[config.mk]
export PLATFORM = sky130hd
export DESIGN_NAME = bin_a_bcd_4dig_flat
export DESIGN_NICKNAME = d
export VERILOG_FILES = /design/src/rtl/bin_a_bcd_4dig_pkg.sv /design/src/rtl/bin_a_bcd_4dig_if.sv /design/src/rtl/bin_a_bcd_4dig_ajuste3.sv /design/src/rtl/bin_a_bcd_4dig.sv /design/src/flat_wrapper.sv
export SDC_FILE = /design/constraint.sdc
export NUM_CORES = 1
export LEC_CHECK = 0
export ABC_AREA = 1
export CORE_MARGIN = 3
export CORE_UTILIZATION = 35
export CTS_CLUSTER_DIAMETER = 60
export DETAILED_ROUTE_END_ITERATION = 16
export HOLD_SLACK_MARGIN = 0.05
export PLACE_DENSITY_LB_ADDON = 0.2
export SYNTH_ARGS = -nofsm -noshare
export SYNTH_HDL_FRONTEND = slang
export SYNTH_HIERARCHICAL = 1
export SYNTH_SLANG_ARGS = --single-unit
[constraint.sdc]
create_clock -name i_Clk -period 2.04 [get_ports i_Clk]
set_input_delay 0.408 -clock i_Clk [delete_from_list [all_inputs] [get_ports i_Clk]]
set_output_delay 0.408 -clock i_Clk [all_outputs]
set_load 0.02 [all_outputs]
[src/rtl/bin_a_bcd_4dig_pkg.sv]
// Shared constants and state encoding for the 4-digit binary-to-BCD converter.
package bin_a_bcd_pkg;

    localparam int W_BIN   = 14;
    localparam int MAX_VAL = 9999;
    localparam int N_DIG   = 4;
    localparam int W_BCD   = 4 * N_DIG;
    localparam int W_CNT   = 4;

    localparam logic [W_BIN-1:0] MAX_BIN  = W_BIN'(MAX_VAL);
    localparam logic [W_CNT-1:0] CNT_ULT  = W_CNT'(W_BIN - 1);

    typedef enum logic [1:0] {
        ST_IDLE  = 2'd0,
        ST_SHIFT = 2'd1,
        ST_DONE  = 2'd2
    } t_estado;

    // Clamp out-of-range inputs so the display always shows a legal 4-digit value.
    function automatic logic [W_BIN-1:0] f_satura(input logic [W_BIN-1:0] v);
        return (v > MAX_BIN) ? MAX_BIN : v;
    endfunction

endpackage

[src/rtl/bin_a_bcd_4dig_if.sv]
// Request/result bundle between a value producer and the BCD converter.
interface bin_a_bcd_4dig_if;
    import bin_a_bcd_pkg::*;

    logic              i_Start;
    logic [W_BIN-1:0]  i_Bin;
    logic              o_Busy;
    logic              o_Done;
    logic              o_Ovf;
    logic [3:0]        o_Datos1;
    logic [3:0]        o_Datos2;
    logic [3:0]        o_Datos3;
    logic [3:0]        o_Datos4;

    modport master (
        output i_Start, i_Bin,
        input  o_Busy, o_Done, o_Ovf, o_Datos1, o_Datos2, o_Datos3, o_Datos4
    );

    modport slave (
        input  i_Start, i_Bin,
        output o_Busy, o_Done, o_Ovf, o_Datos1, o_Datos2, o_Datos3, o_Datos4
    );

endinterface

[src/rtl/bin_a_bcd_4dig_ajuste3.sv]
// Double-dabble correction cell: a digit of 5 or more gets +3 before the shift.
module bcd_ajuste3 (
    input  logic [3:0] i_Dig,
    output logic [3:0] o_Dig
);

    assign o_Dig = (i_Dig >= 4'd5) ? (i_Dig + 4'd3) : i_Dig;

endmodule

[src/rtl/bin_a_bcd_4dig.sv]
// Iterative binary-to-BCD converter, one shift per clock, results held between runs.
//
//  state    | meaning
//  ---------+------------------------------------------------------------
//  ST_IDLE  | waiting for i_Start; last result held on the outputs
//  ST_SHIFT | W_BIN adjust-and-shift steps through the scratch register
//  ST_DONE  | publish scratch digits and overflow, pulse o_Done
module bin_a_bcd_4dig
    import bin_a_bcd_pkg::*;
(
    input  logic              i_Clk,
    input  logic              i_Rst,
    bin_a_bcd_4dig_if.slave   io_Bus
);

    t_estado            r_estado;
    t_estado            w_estado_sig;
    logic [W_CNT-1:0]   r_cnt;
    logic [W_BIN-1:0]   r_bin;
    logic [W_BCD-1:0]   r_bcd;
    logic [W_BCD-1:0]   r_datos;
    logic               r_ovf_cap;
    logic               r_ovf;
    logic               r_done;
    logic [W_BCD-1:0]   w_adj;
    logic               w_busy;
    logic               w_cargar;
    logic               w_desplazar;
    logic               w_publicar;

    // One correction cell per scratch digit, applied ahead of each shift.
    for (genvar g = 0; g < N_DIG; g++) begin : g_aj
        bcd_ajuste3 u_aj (
            .i_Dig (r_bcd[4*g +: 4]),
            .o_Dig (w_adj[4*g +: 4])
        );
    end

    // State register.
    always_ff @(posedge i_Clk) begin
        if (i_Rst) begin
            r_estado <= ST_IDLE;
        end else begin
            r_estado <= w_estado_sig;
        end
    end

    // Next-state and datapath strobes.
    always_comb begin
        w_estado_sig = r_estado;
        w_busy       = 1'b0;
        w_cargar     = 1'b0;
        w_desplazar  = 1'b0;
        w_publicar   = 1'b0;
        case (r_estado)
            ST_IDLE: begin
                if (io_Bus.i_Start) begin
                    w_cargar     = 1'b1;
                    w_estado_sig = ST_SHIFT;
                end
            end
            ST_SHIFT: begin
                w_busy      = 1'b1;
                w_desplazar = 1'b1;
                if (r_cnt == CNT_ULT) begin
                    w_estado_sig = ST_DONE;
                end
            end
            ST_DONE: begin
                w_busy       = 1'b1;
                w_publicar   = 1'b1;
                w_estado_sig = ST_IDLE;
            end
            default: begin
                w_estado_sig = ST_IDLE;
            end
        endcase
    end

    // Capture, shift and publish; reset aborts a run without publishing.
    always_ff @(posedge i_Clk) begin
        if (i_Rst) begin
            r_cnt     <= '0;
            r_bin     <= '0;
            r_bcd     <= '0;
            r_datos   <= '0;
            r_ovf_cap <= 1'b0;
            r_ovf     <= 1'b0;
            r_done    <= 1'b0;
        end else begin
            r_done <= 1'b0;
            if (w_cargar) begin
                r_bin     <= f_satura(io_Bus.i_Bin);
                r_ovf_cap <= (io_Bus.i_Bin > MAX_BIN);
                r_bcd     <= '0;
                r_cnt     <= '0;
            end
            if (w_desplazar) begin
                {r_bcd, r_bin} <= {w_adj[W_BCD-2:0], r_bin, 1'b0};
                r_cnt          <= r_cnt + 1'b1;
            end
            if (w_publicar) begin
                r_datos <= r_bcd;
                r_ovf   <= r_ovf_cap;
                r_done  <= 1'b1;
            end
        end
    end

    assign io_Bus.o_Busy   = w_busy;
    assign io_Bus.o_Done   = r_done;
    assign io_Bus.o_Ovf    = r_ovf;
    assign io_Bus.o_Datos1 = r_datos[3:0];
    assign io_Bus.o_Datos2 = r_datos[7:4];
    assign io_Bus.o_Datos3 = r_datos[11:8];
    assign io_Bus.o_Datos4 = r_datos[15:12];

endmodule

[src/flat_wrapper.sv]
// flat-port wrapper written by rule: the top's interface ports become plain ports
module bin_a_bcd_4dig_flat import bin_a_bcd_pkg::*;
  (i_Clk, i_Rst, io_Bus_i_Start, io_Bus_i_Bin, io_Bus_o_Busy, io_Bus_o_Done, io_Bus_o_Ovf, io_Bus_o_Datos1, io_Bus_o_Datos2, io_Bus_o_Datos3, io_Bus_o_Datos4);
  bin_a_bcd_4dig_if io_Bus_i ();
  input  logic i_Clk;
  input  logic i_Rst;
  input wire logic [$bits(io_Bus_i.i_Start)-1:0] io_Bus_i_Start;
  input wire logic [$bits(io_Bus_i.i_Bin)-1:0] io_Bus_i_Bin;
  output wire logic [$bits(io_Bus_i.o_Busy)-1:0] io_Bus_o_Busy;
  output wire logic [$bits(io_Bus_i.o_Done)-1:0] io_Bus_o_Done;
  output wire logic [$bits(io_Bus_i.o_Ovf)-1:0] io_Bus_o_Ovf;
  output wire logic [$bits(io_Bus_i.o_Datos1)-1:0] io_Bus_o_Datos1;
  output wire logic [$bits(io_Bus_i.o_Datos2)-1:0] io_Bus_o_Datos2;
  output wire logic [$bits(io_Bus_i.o_Datos3)-1:0] io_Bus_o_Datos3;
  output wire logic [$bits(io_Bus_i.o_Datos4)-1:0] io_Bus_o_Datos4;
  assign io_Bus_i.i_Start = io_Bus_i_Start;
  assign io_Bus_i.i_Bin = io_Bus_i_Bin;
  assign io_Bus_o_Busy = io_Bus_i.o_Busy;
  assign io_Bus_o_Done = io_Bus_i.o_Done;
  assign io_Bus_o_Ovf = io_Bus_i.o_Ovf;
  assign io_Bus_o_Datos1 = io_Bus_i.o_Datos1;
  assign io_Bus_o_Datos2 = io_Bus_i.o_Datos2;
  assign io_Bus_o_Datos3 = io_Bus_i.o_Datos3;
  assign io_Bus_o_Datos4 = io_Bus_i.o_Datos4;
  bin_a_bcd_4dig u_core (.i_Clk(i_Clk), .i_Rst(i_Rst), .io_Bus(io_Bus_i));
endmodule
### After elaboration in Yosys (flattened, before gate mapping)

Index checks and enable logic that the tools add are counted.

* flip-flop bits (word level): 55
* latch bits: 0
* bits in writable memories: 0
* bits in read-only memories: 0
* input port bits: 17
* logic and storage cells: 49
* memories: 0

* add/sub/neg operators: 5
* $mul: 0
* divide/modulo/power cells: 0
* order comparisons: 5
* equality and inequality tests: 5
* shift operators: 0
* multiplexer cells: 20
* bitwise gates (word level): 0
* reduce and logical (&&, ||, !) cells: 5

Operator list (count)
* $mux 14: 3
* $mux 16: 2
* $mux 4: 5
* $ge 4x3->1 const B: 4
* $gt 14x14->1 const B: 1
* $add 4x2->4 const B: 3
* $mux 1: 6
* $add 4x1->4 const B: 1
* $eq 4x4->1 const B: 1
* $mux 2: 2
* $pmux 2 s2: 1
* $reduce_or 2->1: 2
* $add 3x2->3 const B: 1
* $mux 3: 1
* $eq 2x1->1 const B: 1
* $eq 2x2->1 const B: 1
* $logic_not 2->1: 1
* $ne 2x1->1 const B: 1
* $ne 2x2->1 const B: 1
* $reduce_and 2->1: 1
* $reduce_bool 2->1: 1

### Depth between registers and ports, before layout

* word-level depth: 4
* mapped depth: 9

### Cells and area by module

Netlist, hierarchy kept.

Modules (own cells, without submodules)
* bin_a_bcd_4dig: instances 1, cells an instance 306, area each 2247.2 um^2, sequential area each 1101.1 um^2
* bcd_ajuste3: instances 4, cells an instance 23, area each 135.1 um^2, sequential area each 0.0 um^2

### Worst setup path before layout

OpenSTA, ideal clock, no wires.

* path type: flip-flop to flip-flop
* start point: register u_core.r_estado[1]
* end point: register u_core.r_bin[10]
* library setup time: 70 ps
* arrival time: 1232 ps
* slack: 737 ps
* cell stages (with the launch flop): 9
* path buffers: 1
* clock period less this slack: 1303 ps
* path through: dfxtp_1 inv_1 ha_1 inv_2 nand2_2 buf_2 o22ai_1 inv_1 a21oi_1

* cells in the longest elaborated chain, start to end: 3
* elaborated cells on any way between the ends: 6

Ends and longest elaborated chain
* start, declared: line bin_a_bcd_4dig.sv:16 `t_estado r_estado;`
* start signal, assigned: line bin_a_bcd_4dig.sv:44 `r_estado <= w_estado_sig;`
* $eq 2x1->1 / $logic_not 2->1 (equally long branches): line bin_a_bcd_4dig.sv:55 `case (r_estado)`
* $mux 1: line bin_a_bcd_4dig.sv:55
* $mux 14 / $reduce_bool 2->1 (equally long branches)
* end signal, assigned: line bin_a_bcd_4dig.sv:93 `r_bin <= f_satura(io_Bus.i_Bin);`
* end signal, assigned: line bin_a_bcd_4dig.sv:99 `{r_bcd, r_bin} <= {w_adj[W_BCD-2:0], r_bin, 1'b0};`
* end, declared: line bin_a_bcd_4dig.sv:19 `logic [W_BIN-1:0] r_bin;`

Several ways; a longest one is shown, not always the timed one.
A chain may end at the register's enable or synchronous reset.

### Worst setup path after layout

* start point: register u_core.r_estado[1]
* end point: output port io_Bus_o_Busy

* cells in the longest elaborated chain, start to end: 3
* elaborated cells on any way between the ends: 4

Ends and longest elaborated chain
* $eq 2x2->1 / $eq 2x1->1 (equally long branches): line bin_a_bcd_4dig.sv:55
* $reduce_or 2->1 (no source line) (*)
* $mux 1 (*): line bin_a_bcd_4dig.sv:55
* end, declared: line flat_wrapper.sv:9 `output wire logic [$bits(io_Bus_i.o_Busy)-1:0] io_Bus_o_Busy;`

Every way passes the cells marked *; elsewhere a longest branch is shown, timed or not.

==> metrics list <==
- Outcome: finished, final reports clean
- Starting DRT DRC Count: 82
- Maximum Capacitance Violations: 0
- Measured against its own limit, the worst slew margin works out to 64.7%.
* Maximum number of buffers from clock root to sink: 2
- Across all register-to-register paths, the minimum setup slack is 0.41 ns.
* Endpoint of the most critical setup path: io_Bus_o_Busy
- Across every metal layer, demand over resource in global routing totals 13.7%.
- I/O pins: 36
- Minimum clock period after layout: 1.74 ns
- Count of TritonRoute iterations in the first routing pass: 4
* Starting Density: 37.1%
- Once layout is done, the placed cells without fillers occupy 3360 µm².
- In this run the cell area measured after placement is 3230 µm².
* Proportion of layout cells with a drive suffix above 1: 10.0%
* Pin count of the biggest net entering global routing: 23
- Post-route DRC: 0
* Unrepaired setup endpoints after global routing: false
- N_diodes: 0
- Class of the most critical setup path: reg -> out
- Synthesis produced a netlist whose cell count is 393.
- Clock skew on the completed layout was measured at 0.00967 ns.
- Critical path arrival: 1.34 ns
- Synthesized area per cell: 7.03 µm²
- Traced cell by cell, the critical path runs through inv_1 -> ha_1 -> dlygate4sd2_1.
* Initial antenna violation count: 0
- Buffers inserted during clock tree synthesis total 5.
* Core area: 7450 µm²
- Routed Antenna Nets: 0
- The worst setup path is captured at an output pin.
* Startpoint type of the worst setup path: flop
* Maximum clock rate: 573 MHz
- After synthesis the cells add up to 2760 µm².
- In this run the static leakage power is 1.33 nW.
- Number of hold violations in the final report: 0
* Mapped Nets: 424
- Hold is met by 0.482 ns.
- TritonCTS clock tree: built
- After the last flow step, the layout net total stands at 458.
- Global-route wire length before repair: 9850 µm
* Congestion Overflow GR: 0
* Detail-routed via count per cell: 4.62
- At the end of routability-driven placement, the weighted congestion stood at 0.797.
- At the pin with the least slew margin, the transition time is 0.526 ns.
- The floorplan step defined a die boundary enclosing 8990 µm².
- Power per Cell Area: 1070 nW/µm²
* Number of instances in the placed design: 519
- H-tree levels: 2
* Placed wire-length estimate: 4110 µm
- Reg-to-Reg Start: u_core/r_estado[1]
* Startpoint of the worst hold path: u_core/r_bin[13]
- In this run the worst setup path begins at u_core/r_estado[1].
* Total wirelength of the detailed-routed design: 5760 µm
* Synthesis Warnings: 6
- Endpoint of the most critical register-to-register path: u_core/r_bcd[4]
- Ratio of final minimum period to clock period: 85.5%
- At the later pin of the worst-skew pair, clock insertion delay measures 0.31 ns.
* Clock transition at path regs: 0.10 ns
- The final count of pins violating max slew is 0.
- The floorplan has 31 rows.
- Post-DR wirelength/cell: 10.9 µm
- Root buffer cell: clkbuf_8
- Setup violation total in the final timing report: 0
* Vias post-DR: 2437
- Port Buffer Count: 35
* Worst Reg2Reg Path Length in Cells: 8
- Required time at the worst-slack endpoint: 1.63 ns
- After clock tree synthesis, the setup repair step added 0 buffers.
- Number of clock sinks: 55
- From synthesis to final layout, the design area changed by 21.6%.
* Maximum cell stage delay along the critical path: 0.34 ns
- Non-filler instance count after layout: 527
- Peak ir drop on the vdd network: 0.000441 V
- The worst hold path belongs to the class reg -> reg.
* Sum Neg Setup Slack: 0 ns
* Critical path's slowest cell: dfxtp_1
- Along the worst path, the maximum fanout reaches 4.
- Chip Width: 94.8 µm
* Die Span Y: 94.8 µm
- Via count of the first global-routing pass: 2224
registers in the layout, summed over array words and instances, names as in the netlist:
signal and count:
u_core/r_cnt 4, u_core/r_bin 14, u_core/r_datos 16, u_core/r_estado 2, u_core/io_Bus.o_Ovf 1, u_core/io_Bus.o_Done 1
u_core/r_bcd 16, u_core/r_ovf_cap 1
through the flow:
step                      power, mW  setup WS [ns]  utilization (%)
after floorplan                2.30          0.737                -
after global placement         2.80          0.194             43.3
after detailed placement       2.81          0.188             43.3
after CTS                      3.66          0.273             45.1
after global routing           3.86          0.210             45.1
final                          3.60          0.296             45.1
critical path, delay by kind of cell (launching register included):
| kind | cells | cell delay, ns |
|---|---|---|
| fa+ha+maj | 1 | 0.27 |
| flops | 1 | 0.34 |
| buf+inv | 2 | 0.41 |
routing by layer:
layer	share of wire, %	global-route usage, %
met1	48	16.5
met2	47	24.2
met3	3.1	2.71
met4	1.5	4.69
met5	0	0
cell usage in the layout (no fill, tap or decap), types with 10 or more instances in the layout:
cell type / count
dfxtp_1: 55
o22ai_1: 11
a21oi_1: 35
o21ai_0: 29
inv_1: 51
clkdlybuf4s50_1: 34
nand3_1: 10
nand2_1: 85
nor2_1: 54
ha_1: 14
power breakdown:
part / total (mW) / internal (mW) / switching (mW)
clock: 0.846 / 0.491 / 0.355
sequential: 1.38 / 1.29 / 0.0922
combinational: 1.37 / 0.535 / 0.831
total: 3.60 / 2.32 / 1.28
worst min path at each step:
stage,end,slack [ns],depth (start not counted)
final,u_core/r_bcd[0],0.48,2
after global routing,u_core/r_bin[13],0.51,2
after CTS,u_core/r_bcd[0],0.49,2
after detailed placement,u_core/r_bcd[0],0.47,2
after global placement,u_core/r_bcd[0],0.47,2
after floorplan,u_core/r_bcd[0],0.44,2
area by class of cell:
| cell class | instances | area, µm² |
|---|---|---|
| well taps | 99 | 124 |
| flip-flops and latches | 55 | 1100 |
| multi-input cells | 264 | 1360 |
| repair buffers | 43 | 422 |
| inverters | 58 | 218 |
| fillers | 791 | 4090 |
| clock buffers | 6 | 72.6 |
| clock inverters | 2 | 60.1 |
repair_timing:
| action | in CTS | in global routing |
|---|---|---|
| endpoints found under the setup margin | 1 | 0 |
| resized for setup | 1 | 0 |
| hold buffers | 0 | 0 |
Power figures use the tool's default switching activity.
